<file path="src/rtl/cont_edge_counter_if.sv">
// cont_edge_counter_if: single-outstanding request/acknowledge counter readout port
interface cont_edge_counter_if #(parameter int CNT_W = 8);
  logic             rd_req;
  logic [1:0]       rd_sel;
  logic             rd_ack;
  logic             rd_valid;
  logic [CNT_W-1:0] rd_data;
  modport master (output rd_req, rd_sel, rd_ack, input rd_valid, rd_data);
  modport slave (input rd_req, rd_sel, rd_ack, output rd_valid, rd_data);
endinterface

</file>
<file path="src/rtl/cont_edge_counter.sv">
// cont_edge_counter: registered rising-edge counters on d/y/p with saturating counts and snapshot readout
module cont_edge_counter #(
  parameter int CNT_W     = 8,
  parameter bit CLR_ON_RD = 1'b0
) (
  input  logic               clk,
  input  logic               rst,
  input  logic               clear,
  input  logic               d_in,
  input  logic               y_in,
  input  logic               p_in,
  cont_edge_counter_if.slave rd,
  output logic [2:0]         ovf
);
  typedef enum logic {IDLE, HOLD} state_t;
  state_t           state, nxt;
  logic [2:0]       s, q, rise, rd_clr;
  logic [CNT_W-1:0] cnt [3];
  logic [CNT_W-1:0] snap;
  logic             accept;
  assign rise        = s & ~q;
  assign rd.rd_valid = (state == HOLD);
  always_ff @(posedge clk) begin
    if (rst) state <= IDLE;
    else state <= nxt;
  end
  always_comb begin
    accept = (state == IDLE) && rd.rd_req;
    nxt    = accept ? HOLD : (state == HOLD && rd.rd_ack) ? IDLE : state;
    snap   = rd.rd_sel[1] ? (rd.rd_sel[0] ? CNT_W'(ovf) : cnt[2]) : cnt[rd.rd_sel[0]];
    for (int i = 0; i < 3; i++) rd_clr[i] = CLR_ON_RD && accept && (rd.rd_sel == 2'(i));
  end
  // read-clear restarts at 1 when the same cycle carries an edge, so no edge is lost
  always_ff @(posedge clk) begin
    if (rst) begin
      s          <= '0;
      q          <= '0;
      ovf        <= '0;
      rd.rd_data <= '0;
      for (int i = 0; i < 3; i++) cnt[i] <= '0;
    end else begin
      s <= {p_in, y_in, d_in};
      q <= s;
      if (accept) rd.rd_data <= snap;
      for (int i = 0; i < 3; i++) begin
        if (clear) begin
          cnt[i] <= '0;
          ovf[i] <= 1'b0;
        end else if (rd_clr[i]) begin
          cnt[i] <= CNT_W'(rise[i]);
          ovf[i] <= 1'b0;
        end else if (rise[i]) begin
          cnt[i] <= &cnt[i] ? cnt[i] : cnt[i] + 1'b1;
          ovf[i] <= ovf[i] | (&cnt[i]);
        end
      end
    end
  end
endmodule

</file>
<file path="src/flat_wrapper.sv">
// flat-port wrapper written by rule: the top's interface ports become plain ports
module cont_edge_counter_flat 
#(
  parameter int CNT_W     = 8,
  parameter bit CLR_ON_RD = 1'b0
)
  (clk, rst, clear, d_in, y_in, p_in, ovf, rd_rd_req, rd_rd_sel, rd_rd_ack, rd_rd_valid, rd_rd_data);
  cont_edge_counter_if #(.CNT_W(CNT_W)) rd_i ();
  input  logic clk;
  input  logic rst;
  input  logic clear;
  input  logic d_in;
  input  logic y_in;
  input  logic p_in;
  output logic [2:0] ovf;
  input wire logic [$bits(rd_i.rd_req)-1:0] rd_rd_req;
  input wire logic [$bits(rd_i.rd_sel)-1:0] rd_rd_sel;
  input wire logic [$bits(rd_i.rd_ack)-1:0] rd_rd_ack;
  output wire logic [$bits(rd_i.rd_valid)-1:0] rd_rd_valid;
  output wire logic [$bits(rd_i.rd_data)-1:0] rd_rd_data;
  assign rd_i.rd_req = rd_rd_req;
  assign rd_i.rd_sel = rd_rd_sel;
  assign rd_i.rd_ack = rd_rd_ack;
  assign rd_rd_valid = rd_i.rd_valid;
  assign rd_rd_data = rd_i.rd_data;
  cont_edge_counter #(.CNT_W(CNT_W), .CLR_ON_RD(CLR_ON_RD)) u_core (.clk(clk), .rst(rst), .clear(clear), .d_in(d_in), .y_in(y_in), .p_in(p_in), .rd(rd_i), .ovf(ovf));
endmodule
</file>
<file path="config.mk">
export PLATFORM = sky130hd
export DESIGN_NAME = cont_edge_counter_flat
export DESIGN_NICKNAME = d
export VERILOG_FILES = /design/src/rtl/cont_edge_counter_if.sv /design/src/rtl/cont_edge_counter.sv /design/src/flat_wrapper.sv
export SDC_FILE = /design/constraint.sdc
export NUM_CORES = 1
export LEC_CHECK = 0
export BUFFER_PORTS_ARGS = -buffer_cell sky130_fd_sc_hd__buf_4
export CELL_PAD_IN_SITES_DETAIL_PLACEMENT = 1
export CELL_PAD_IN_SITES_GLOBAL_PLACEMENT = 1
export CORE_AREA = 8 8 76 78
export DETAILED_ROUTE_END_ITERATION = 10
export DIE_AREA = 0 0 84 86
export GPL_TIMING_DRIVEN = 0
export MAX_ROUTING_LAYER = met4
export PLACE_DENSITY_LB_ADDON = 0.1
export SLEW_MARGIN = 20
export SYNTH_ARGS = -nofsm -noshare
export SYNTH_HDL_FRONTEND = slang
export SYNTH_SLANG_ARGS = --single-unit
</file>
<file path="constraint.sdc">
create_clock -name clk -period 2.4 [get_ports clk]
set_clock_uncertainty 0.1 [all_clocks]
set_input_delay 0 -clock clk [delete_from_list [all_inputs] [get_ports clk]]
set_output_delay 0 -clock clk [all_outputs]
set_load 0.005 [all_outputs]
</file>
## After elaboration in Yosys (flattened, before gate mapping)

Memory sizes are Yosys's and may differ from the RTL's.
Index checks and enable logic that the tools add are counted.

| operators by class | value |
|---|---|
| multiplexer cells | 30 |
| reductions and logical operators | 7 |
| add/subtract/negate cells | 3 |
| bitwise logic cells | 12 |

Operators with widths:

| cell | count |
|---|---|
| two-way mux 8 bit | 11 |
| adder 8 x 1 -> 8 bit, second input constant | 3 |
| AND reduction 8 bit | 3 |
| two-way mux 1 bit | 19 |
| bitwise OR 1 bit | 9 |
| AND 3 bit | 1 |
| inverter 3 bit | 1 |
| logical AND 1 bit | 2 |
| nonzero test 2 bit | 1 |
| OR reduction 2 bit | 1 |
| inverter 1 bit | 1 |

| word-level totals | value |
|---|---|
| output and inout port bits | 12 |
| bits in writable memories | 24 |
| flip-flop bits (word level) | 18 |
| logic and storage cells | 60 |
| memories | 1 |

Memories:

| memory | depth | width | rd ports | clocked after Yosys merged registers in | write ports | line | text |
|---|---|---|---|---|---|---|---|
| u_core.cnt | 3 | 8 | 4 | 0 | 3 | cont_edge_counter.sv:18 | `logic [CNT_W-1:0] cnt [3];` |

## Logic depth before layout (Yosys ltp)

Gate-level depths: netlist of run 1.

| depth | value |
|---|---|
| depth after elaboration | 7 |
| depth in mapped cells | 5 |

## Least setup slack after synthesis of run 1

No wires, ideal clock.

| path | value |
|---|---|
| path type | register -> register |
| from | memory u_core.cnt[0][0] |
| to | memory u_core.cnt[0][0] (enable) |
| period minus slack after synthesis | 1.996 ns |
| cell stages (with the launch flop) | 5 |
| arrival | 1.512 ns |
| slack | 0.404 ns |
| cell sequence | edfxtp_1 -> ha_1 -> nand3_1 -> nor3_1 -> o21ai_0 |

RTL lines:

| item | line |
|---|---|
| start, declared | cont_edge_counter.sv:18 |

==> flow_metrics.tcl, run 1 <==
set metrics [dict create \
    design.portCount 22 \
    number_of_buffers_created_by_cts 5 \
    timing.critical_path.arrival_ns 1.92 \
    largest_fanout_of_any_net_on_the_critical_path 8 \
    path_class "register to register" \
    dp_hpwl_um 3610 \
    clock_tree_from_tritoncts "yes" \
    gp_congestion 0.772 \
    hp-start "clear" \
    first_pass_grt_wire_length_um 7760 \
    share_of_flip_flops_with_an_asynchronous_set_or_reset 0 \
    dr.first_iter.drc_count 48 \
    worst_slew_pin_slew_ns 0.743 \
    hold_viol_final 0 \
    synth_top_area_frac 0.359 \
    gr-total-overflow 0 \
    worstHoldPathType "input pin to register" \
    viasPerCell 5.50 \
    critPathLaunch "u_core.cnt[0][0]" \
    ir_drop_mv 0.348 \
    start_util 0.437 \
    buffer_type_at_the_clock_tree_root "sky130_fd_sc_hd__clkbuf_8" \
    tns_ns 0 \
    grt_util_all_layers 0.140 \
    multi_input_comb_area_um2 852 \
    netlist_top_cells_area "sky130_fd_sc_hd__edfxtp_1 36%, sky130_fd_sc_hd__dfxtp_1 18%, sky130_fd_sc_hd__nor2_1 4.5%, sky130_fd_sc_hd__mux2i_1 4.0%, sky130_fd_sc_hd__or3_1 3.7%" \
    net-switching-power_uw 340 \
    fp.dieArea_um2 7220 \
    netlist-cell-type-count 27 \
    period_needed_ns 2.09 \
    place_worst_setup_slack_ns -0.0583 \
    post_route_cells_drive_above_1_share 0.160 \
    route.detailed.drc 0 \
    outcome "finished clean" \
    power.combinational.fraction 0.101 \
    cts-htree-levels 2 \
    synth_ff_type "sky130_fd_sc_hd__edfxtp_1" \
    dr_total_vias 1501 \
    die_width_um 84 \
    design.final.nets 231 \
    count_of_input_and_output_buffers 19 \
    timing.max_cap.violations 0 \
    clk_path_buf_depth 2 \
    cell_internal_pwr_uw 1070 \
    pwr-share-clk 0.310 \
    pwr_density_cell_nw_per_um2 594 \
    report.final.slew_viol_count 0 \
    leakage_uw 0.000878 \
    unrepaired_setup_endpoints_after_global_routing "false" \
    grt_pass1_vias 1575 \
    critPathLaunchType "register" \
    route.antenna.remaining_nets 0 \
    setup_violations 0 \
    grt_start_max_net_pins 13 \
    number_of_setup_buffers_added_after_cts 0 \
    pwr-share-seq 0.590 \
    drt-pass1-iter-count 4 \
    area_used_by_sequential_logic_in_the_layout_um2 1080 \
    avgRoutedWirePerCell_um 17.0 \
    synth.cells.most_frequent "24 x sky130_fd_sc_hd__edfxtp_1, 24 x sky130_fd_sc_hd__nor2_1, 18 x sky130_fd_sc_hd__dfxtp_1, 12 x sky130_fd_sc_hd__o21ai_0, 12 x sky130_fd_sc_hd__or3_1" \
    synth-seq-area-share 0.538 \
    relSlewSlack 0.501 \
    synth.ff_latch_count 42 \
    layout_setup_ws_ns 0.308 \
    worst_r2r_startpoint "u_core.cnt[0][0]" \
    ff2ff_setup_slack_ns 0.31 \
    synthToLayoutAreaGrowth_pct 18.5 \
    maxClockFrequency_mhz 478 \
    finalCritPeriodShare 0.872 \
    n_fill_cell 492 \
    cts.sink_count 42 \
    synth.net_count 197 \
    synth_enable_flop_cells 24 \
    switching_share 0.241 \
    chip_height_um 86 \
    fp.coreArea_um2 4600 \
    standard_cell_row_count 25 \
    antenna_found_initial 0 \
    postSynthAreaPerCell_um2 10.9 \
    netlist_area_um2 2010 \
    clock_pin_transition_on_the_worst_setup_and_hold_timing_paths_ns 0.08 \
    yosys_warnings 0 \
    clock_latency_ns 0.30 \
    yosys.area.top_type "sky130_fd_sc_hd__edfxtp_1" \
    power.total_uw 1410 \
    timing.critical_path.required_ns 2.23 \
    synthesis.instances 184 \
    antenna_fix_cells 0 \
    totalWireLength_um 4650 \
    cp-end-kind "register" \
]
## final cells by class
| cell class | count | area share |
|---|---|---|
| clock inverter | 2 | 0.00368 |
| multi-input combinational | 131 | 0.358 |
| sequential | 42 | 0.454 |
| buffer | 9 | 0.0289 |
| tap | 54 | 0.0284 |
| inverter | 2 | 0.00315 |
| timing repair buffer | 27 | 0.0935 |
| clock buffer | 6 | 0.0305 |
## power by group through the flow
stage	Sequential [uW]	Combinational, uW	Clock (uW)
4_1_cts	834	145	456
6_report	834	142	438
3_5_place_dp	851	133	0
3_3_place_gp	848	127	0
2_1_floorplan	838	86.1	0
5_1_grt	840	158	485
## sequential cells by signal (all words and copies together), names as in the netlist
register and cells:
u_core.ovf 3, u_core.cnt 24, u_core.s 3, u_core.q 3
u_core.rd.rd_data 8, u_core.rd.rd_valid 1
## routing by layer
metal	GRT usage	vias up	share of wire
met5	-	-	0
li1	-	744	-
met3	0.0398	6	0.030
met1	0.154	728	0.46
met2	0.232	23	0.49
met4	0.0565	0	0.017
## worst max-delay path, stage by stage (launching register included)
cell and delay, ns:
sky130_fd_sc_hd__edfxtp_1 0.48, sky130_fd_sc_hd__ha_1 0.28, sky130_fd_sc_hd__nand3_1 0.17, sky130_fd_sc_hd__nor3_1 0.10, sky130_fd_sc_hd__o21ai_1 0.60
## placed cells by master (no fill, tap or decap)
master,synthesis,routed
sky130_fd_sc_hd__nor3_1,4,4
sky130_fd_sc_hd__nor2b_1,7,7
sky130_fd_sc_hd__nand2_1,5,5
sky130_fd_sc_hd__o21ai_1,0,3
sky130_fd_sc_hd__mux2i_1,8,8
sky130_fd_sc_hd__xnor2_1,4,4
sky130_fd_sc_hd__nand3_1,11,11
sky130_fd_sc_hd__or3_1,12,12
sky130_fd_sc_hd__and2b_2,1,1
sky130_fd_sc_hd__buf_2,1,1
sky130_fd_sc_hd__a22o_1,3,3
sky130_fd_sc_hd__nor2_1,24,24
sky130_fd_sc_hd__buf_4,1,20
sky130_fd_sc_hd__clkbuf_1,3,4
sky130_fd_sc_hd__edfxtp_1,24,24
sky130_fd_sc_hd__mux4_2,3,3
sky130_fd_sc_hd__and2_1,3,3
sky130_fd_sc_hd__ha_1,3,3
sky130_fd_sc_hd__clkinv_1,0,1
sky130_fd_sc_hd__a2bb2oi_1,5,5
sky130_fd_sc_hd__inv_1,2,2
sky130_fd_sc_hd__a21oi_1,9,9
sky130_fd_sc_hd__clkbuf_8,0,5
sky130_fd_sc_hd__dfxtp_1,18,18
sky130_fd_sc_hd__o21ai_0,12,9
sky130_fd_sc_hd__a211oi_1,6,6
sky130_fd_sc_hd__xor2_1,5,5
sky130_fd_sc_hd__buf_6,4,4
sky130_fd_sc_hd__clkinv_2,0,1
sky130_fd_sc_hd__dlygate4sd3_1,0,8
sky130_fd_sc_hd__nand4_1,3,3
sky130_fd_sc_hd__nand2b_1,3,3
## stage by stage
step	instances	hold slack, ns	cell area (um2)	utilization
finish	273	0.00845	2380	0.518
global route	273	0.00699	2380	0.518
CTS	273	0.000352	2380	0.518
detailed placement	257	0.0916	2220	0.483
global placement	257	0.0883	2220	0.483
floorplan	184	-0.00214	2010	-
## timing repair
action | 4_1_cts | 5_1_grt
hold endpoints to repair | 7 | 0
gates resized for setup | 1 | 0
hold buffers | 8 | 0
setup endpoints to repair | 8 | 0
## cell families (layout without fill, tap and decap cells)
kind of cell,Yosys count,count (layout),share of synthesized area
adder cells (fa/ha/maj),3,3,0.0187
flip-flops,42,42,0.538
XOR/XNOR,9,9,0.0392
buffers and inverters,11,46,0.0380
AND/OR/NAND/NOR,73,73,0.183
AO/OA/AOI/OAI,35,35,0.110
multiplexers,11,11,0.0735
## final timing paths
check,endpoint,cells past startpoint
max reg2reg,u_core.cnt[0][4],4
max,u_core.cnt[0][4],4
min reg2reg,u_core.q[2],1
min,u_core.ovf[2],3
No activity file was read; power rests on OpenSTA's default activity.
==> inputs of run 2 (changes only) <==
- CORE_AREA: 8 8 76 78 -> 8 8 80 75
- DIE_AREA: 0 0 84 86 -> 0 0 88 83
==> flow_metrics.tcl, run 2 (synthesis results as in run 1) <==
set metrics [dict create \
    clock_pin_transition_on_the_worst_setup_and_hold_timing_paths_ns 0.08 \
    setup_violations 0 \
    leading_cell_types_in_the_layout_fill_and_taps_excluded "24 x sky130_fd_sc_hd__nor2_1, 24 x sky130_fd_sc_hd__edfxtp_1, 20 x sky130_fd_sc_hd__buf_4" \
    ff2ff_setup_slack_ns 0.27 \
    timing.rr.end "u_core.cnt[0][4]" \
    count_of_input_and_output_buffers 19 \
    outcome "finished clean" \
    cts-htree-levels 2 \
    grt_pass1_vias 1600 \
    ir_drop_mv 0.330 \
    cts.sink_count 42 \
    dr.first_iter.drc_count 52 \
    grt_util_all_layers 0.143 \
    largest_register_ffs 24 \
    chip_height_um 83 \
    design.portCount 22 \
    final_cell_area_um2 2400 \
    largest_fanout_of_any_net_on_the_critical_path 8 \
    report.final.slew_viol_count 0 \
    clk_path_buf_depth 2 \
    worst_slew_pin_slew_ns 0.744 \
    number_of_buffers_created_by_cts 5 \
    design.final.nets 231 \
    path_class "register to register" \
    clock_tree_from_tritoncts "yes" \
    hold_viol_final 0 \
    timing.critical_path.required_ns 2.23 \
    fp.dieArea_um2 7300 \
    dp_hpwl_um 3590 \
    pwr_density_cell_nw_per_um2 601 \
    area_used_by_sequential_logic_in_the_layout_um2 1080 \
    hp-start "clear" \
    timing.reg2reg.worst_path_depth 4 \
    viasPerCell 5.39 \
    totalWireLength_um 4700 \
    n_fill_cell 522 \
    fp.coreArea_um2 4650 \
    buffer_type_at_the_clock_tree_root "sky130_fd_sc_hd__clkbuf_8" \
    final_core_utilization 0.517 \
    critPathLaunchType "register" \
    unrepaired_setup_endpoints_after_global_routing "false" \
    worstHoldEndpoint "u_core.ovf[2]" \
    dr_total_vias 1530 \
    route.antenna.remaining_nets 0 \
    largest_registers "u_core.cnt: 24 flops, u_core.rd.rd_data: 8 flops" \
    antenna_fix_cells 0 \
    grt_start_max_net_pins 13 \
    multi_input_comb_area_um2 852 \
    cp-end-kind "register" \
    leakage_uw 0.000884 \
    timing.critical_path.arrival_ns 1.96 \
    clock_latency_ns 0.29 \
    first_pass_grt_wire_length_um 7940 \
    finalCritPeriodShare 0.889 \
    period_needed_ns 2.13 \
    timing.max_cap.violations 0 \
    tns_ns 0 \
    hold-path-cell-count 3 \
    start_util 0.432 \
    maxClockFrequency_mhz 469 \
    worst_r2r_startpoint "u_core.cnt[0][0]" \
    worstHoldPathType "input pin to register" \
    route.detailed.drc 0 \
    drt-pass1-iter-count 4 \
    top_register "u_core.cnt" \
    antenna_found_initial 0 \
    synthToLayoutAreaGrowth_pct 19.7 \
    die_width_um 88 \
    gp_congestion 0.761 \
    avgRoutedWirePerCell_um 16.5 \
    standard_cell_row_count 24 \
    post_route_cells_drive_above_1_share 0.164 \
    relSlewSlack 0.501 \
    gr-total-overflow 0 \
    placed_area_um2 2230 \
]
## run 2: routing by layer
layer,share of wire,track usage,vias up
li1,-,-,743
met1,0.45,0.172,754
met2,0.50,0.226,27
met3,0.036,0.0394,6
met4,0.0096,0.0375,0
met5,0,-,-
## run 2: final cells by class
class	count	area share
well taps	65	0.0338
repair buffers	27	0.0926
multi-input cells	131	0.354
flip-flops and latches	42	0.450
clock inverters	1	0.00208
plain buffers	9	0.0286
clock buffers	7	0.0359
inverters	2	0.00312
## run 2: worst max-delay path, cell delays in order (launching register included)
cell                       delay (ns)
sky130_fd_sc_hd__edfxtp_1        0.47
sky130_fd_sc_hd__ha_1            0.28
sky130_fd_sc_hd__nand3_1         0.19
sky130_fd_sc_hd__nor3_1          0.11
sky130_fd_sc_hd__o21ai_1         0.61
## run 2: worst max path at each step
stage / startpoint / endpoint / slack (ns) / depth (start not counted)
final: u_core.cnt[0][0] / u_core.cnt[0][4] / 0.27 / 4
after global routing: u_core.cnt[0][0] / u_core.cnt[0][5] / 0.14 / 4
after CTS: u_core.cnt[2][0] / u_core.cnt[2][3] / 0.1 / 4
after detailed placement: u_core.cnt[0][0] / u_core.cnt[0][4] / -0.06 / 4
after global placement: u_core.cnt[0][0] / u_core.cnt[0][6] / 0.04 / 4
after floorplan: u_core.cnt[0][0] / u_core.cnt[0][0] / 0.40 / 4
## run 2: what timing repair did
item,4_1_cts,5_1_grt
resized for setup,1,0
hold buffers,8,0
hold endpoints to repair,7,0
buffers inserted,0,0
setup endpoints to repair,8,0
## run 2: per-stage QoR
step / worst slack [ns] / hold slack [ns] / power [uW] / instances
2_1_floorplan: 0.404 / -0.00214 / 925 / 184
3_3_place_gp: 0.0416 / 0.0852 / 976 / 268
3_5_place_dp: -0.0601 / 0.0951 / 984 / 268
4_1_cts: 0.0964 / 0.00467 / 1460 / 284
5_1_grt: 0.142 / 0.00275 / 1510 / 284
6_report: 0.267 / 0.0161 / 1440 / 284
## run 2: power breakdown
part	switching, uW	total [uW]	leakage (uW)	internal, uW
sequential	37.7	835	0.000420	797
clock	237	469	0.0000482	232
combinational	65.1	141	0.000416	76.2
==> inputs of run 3 (changes only) <==
- REMOVE_ABC_BUFFERS: not set -> 1
==> flow_metrics.tcl, run 3 (synthesis results as in run 1) <==
set metrics [dict create \
    relSlewSlack 0.390 \
    chip_height_um 83 \
    path_cells "ha_1, nand3_1, nor3_1, o21ai_1" \
    outcome "finished clean" \
    cts.sink_count 42 \
    buffer_type_at_the_clock_tree_root "sky130_fd_sc_hd__clkbuf_8" \
    net-switching-power_uw 343 \
    report.final.slew_viol_count 0 \
    unrepaired_setup_endpoints_after_global_routing "false" \
    cp-end-kind "register" \
    gr-total-overflow 0 \
    avgRoutedWirePerCell_um 16.3 \
    leading_cell_types_in_the_layout_fill_and_taps_excluded "24 x sky130_fd_sc_hd__nor2_1, 24 x sky130_fd_sc_hd__edfxtp_1, 21 x sky130_fd_sc_hd__buf_4" \
    wl_met2_um 2250 \
    largest_registers "u_core.cnt: 24 flops, u_core.rd.rd_data: 8 flops" \
    grt_start_max_net_pins 23 \
    fp.dieArea_um2 7300 \
    dp_hpwl_um 3490 \
    path_class "register to register" \
    count_of_input_and_output_buffers 21 \
    clock_tree_from_tritoncts "yes" \
    clock_latency_ns 0.29 \
    number_of_buffers_created_by_cts 5 \
    pwr-share-clk 0.363 \
    worst_slew_pin_slew_ns 0.914 \
    antenna_found_initial 0 \
    start_util 0.432 \
    critPathLaunchType "register" \
    drt-pass1-iter-count 4 \
    top_register "u_core.cnt" \
    grt_util_all_layers 0.131 \
    grt_pass1_vias 1507 \
    timing.max_cap.violations 0 \
    m1_wire_length_um 2050 \
    viasPerCell 5.26 \
    clk_path_buf_depth 2 \
    critPathSlowestCell "sky130_fd_sc_hd__o21ai_1" \
    timing.critical_path.arrival_ns 1.88 \
    stdcell_count 278 \
    totalWireLength_um 4530 \
    standard_cell_row_count 24 \
    leakage_uw 0.000864 \
    dr_total_vias 1461 \
    ir_drop_mv 0.312 \
    placed_cells 261 \
    finalCritPeriodShare 0.856 \
    pwr_density_cell_nw_per_um2 637 \
    pwr-share-seq 0.549 \
    die_width_um 88 \
    dr.max_layer_used "met4" \
    gp_congestion 0.773 \
    largest_fanout_of_any_net_on_the_critical_path 8 \
    power.combinational.fraction 0.089 \
    hold_viol_final 0 \
    timing.critical_path.required_ns 2.22 \
    fp.coreArea_um2 4650 \
    first_pass_grt_wire_length_um 7230 \
    final_core_utilization 0.512 \
    design.portCount 22 \
    dr.first_iter.drc_count 93 \
    worstHoldPathType "input pin to register" \
    design.final.nets 225 \
    post_route_cells_drive_above_1_share 0.155 \
    delay_of_the_slowest_critical_path_stage_ns 0.60 \
    route.antenna.remaining_nets 0 \
    detailroute.wirelength.met3_um 192 \
    cell_internal_pwr_uw 1180 \
    n_fill_cell 520 \
    antenna_fix_cells 0 \
    route.detailed.drc 0 \
    period_needed_ns 2.05 \
    clock_pin_transition_on_the_worst_setup_and_hold_timing_paths_ns 0.08 \
    maxClockFrequency_mhz 487 \
    cts-htree-levels 2 \
    worst_hold_margin_ns 0.0192 \
    setup_violations 0 \
    largest_register_ffs 24 \
    synthToLayoutAreaGrowth_pct 18.6 \
    switching_share 0.225 \
]
## run 3: area by class of cell
cell class,instances,area [um2],share of cell area
Inverter,2,7.51,0.00315
Clock buffer,5,68.8,0.0289
Timing Repair Buffer,30,248,0.104
Tap cell,65,81.3,0.0341
Sequential cell,42,1080,0.454
Clock inverter,3,45.0,0.0189
Multi-Input combinational cell,131,852,0.357
## run 3: worst max-delay path, delay by kind of cell, from the launching register on
kind                     cells  cell delay (ns)
adder cells (fa/ha/maj)      1             0.26
AND/OR/NAND/NOR              2             0.28
flip-flops                   1             0.46
AO/OA/AOI/OAI                1             0.60
## run 3: power groups by stage
stage,clock [uW],combinational (uW),sequential (uW)
2_1_floorplan,0,68.8,838
3_3_place_gp,0,119,847
3_5_place_dp,0,124,851
4_1_cts,571,136,835
5_1_grt,595,150,839
6_report,551,135,833
## run 3: worst paths after layout
check,from,end,slack (ns),cells after the start
max,u_core.cnt[0][0],u_core.cnt[0][7],0.35,4
min,clear,u_core.ovf[2],0.02,3
max reg2reg,u_core.cnt[0][0],u_core.cnt[0][7],0.35,4
min reg2reg,u_core.s[1],u_core.q[1],0.37,1
## run 3: timing repair
action                     CTS  global route
setup endpoints to repair    8             0
buffers inserted             0             0
hold endpoints to repair    15             0
hold buffers                 9             0
gates resized for setup      1             0
## run 3: metal layers
layer	GRT usage	vias to the layer above
li1	-	728
met1	0.153	701
met2	0.209	28
met3	0.0325	4
met4	0.0547	0
met5	-	-
## run 3: per-stage QoR
step	setup TNS (ns)	power [uW]	instance area, um2	setup WS [ns]
after CTS	0	1540	2380	0.00832
after global routing	0	1580	2380	0.213
after detailed placement	-0.0285	975	2180	-0.00375
after global placement	0	966	2180	0.0587
after floorplan	0	907	1940	0.404
final	0	1520	2380	0.347
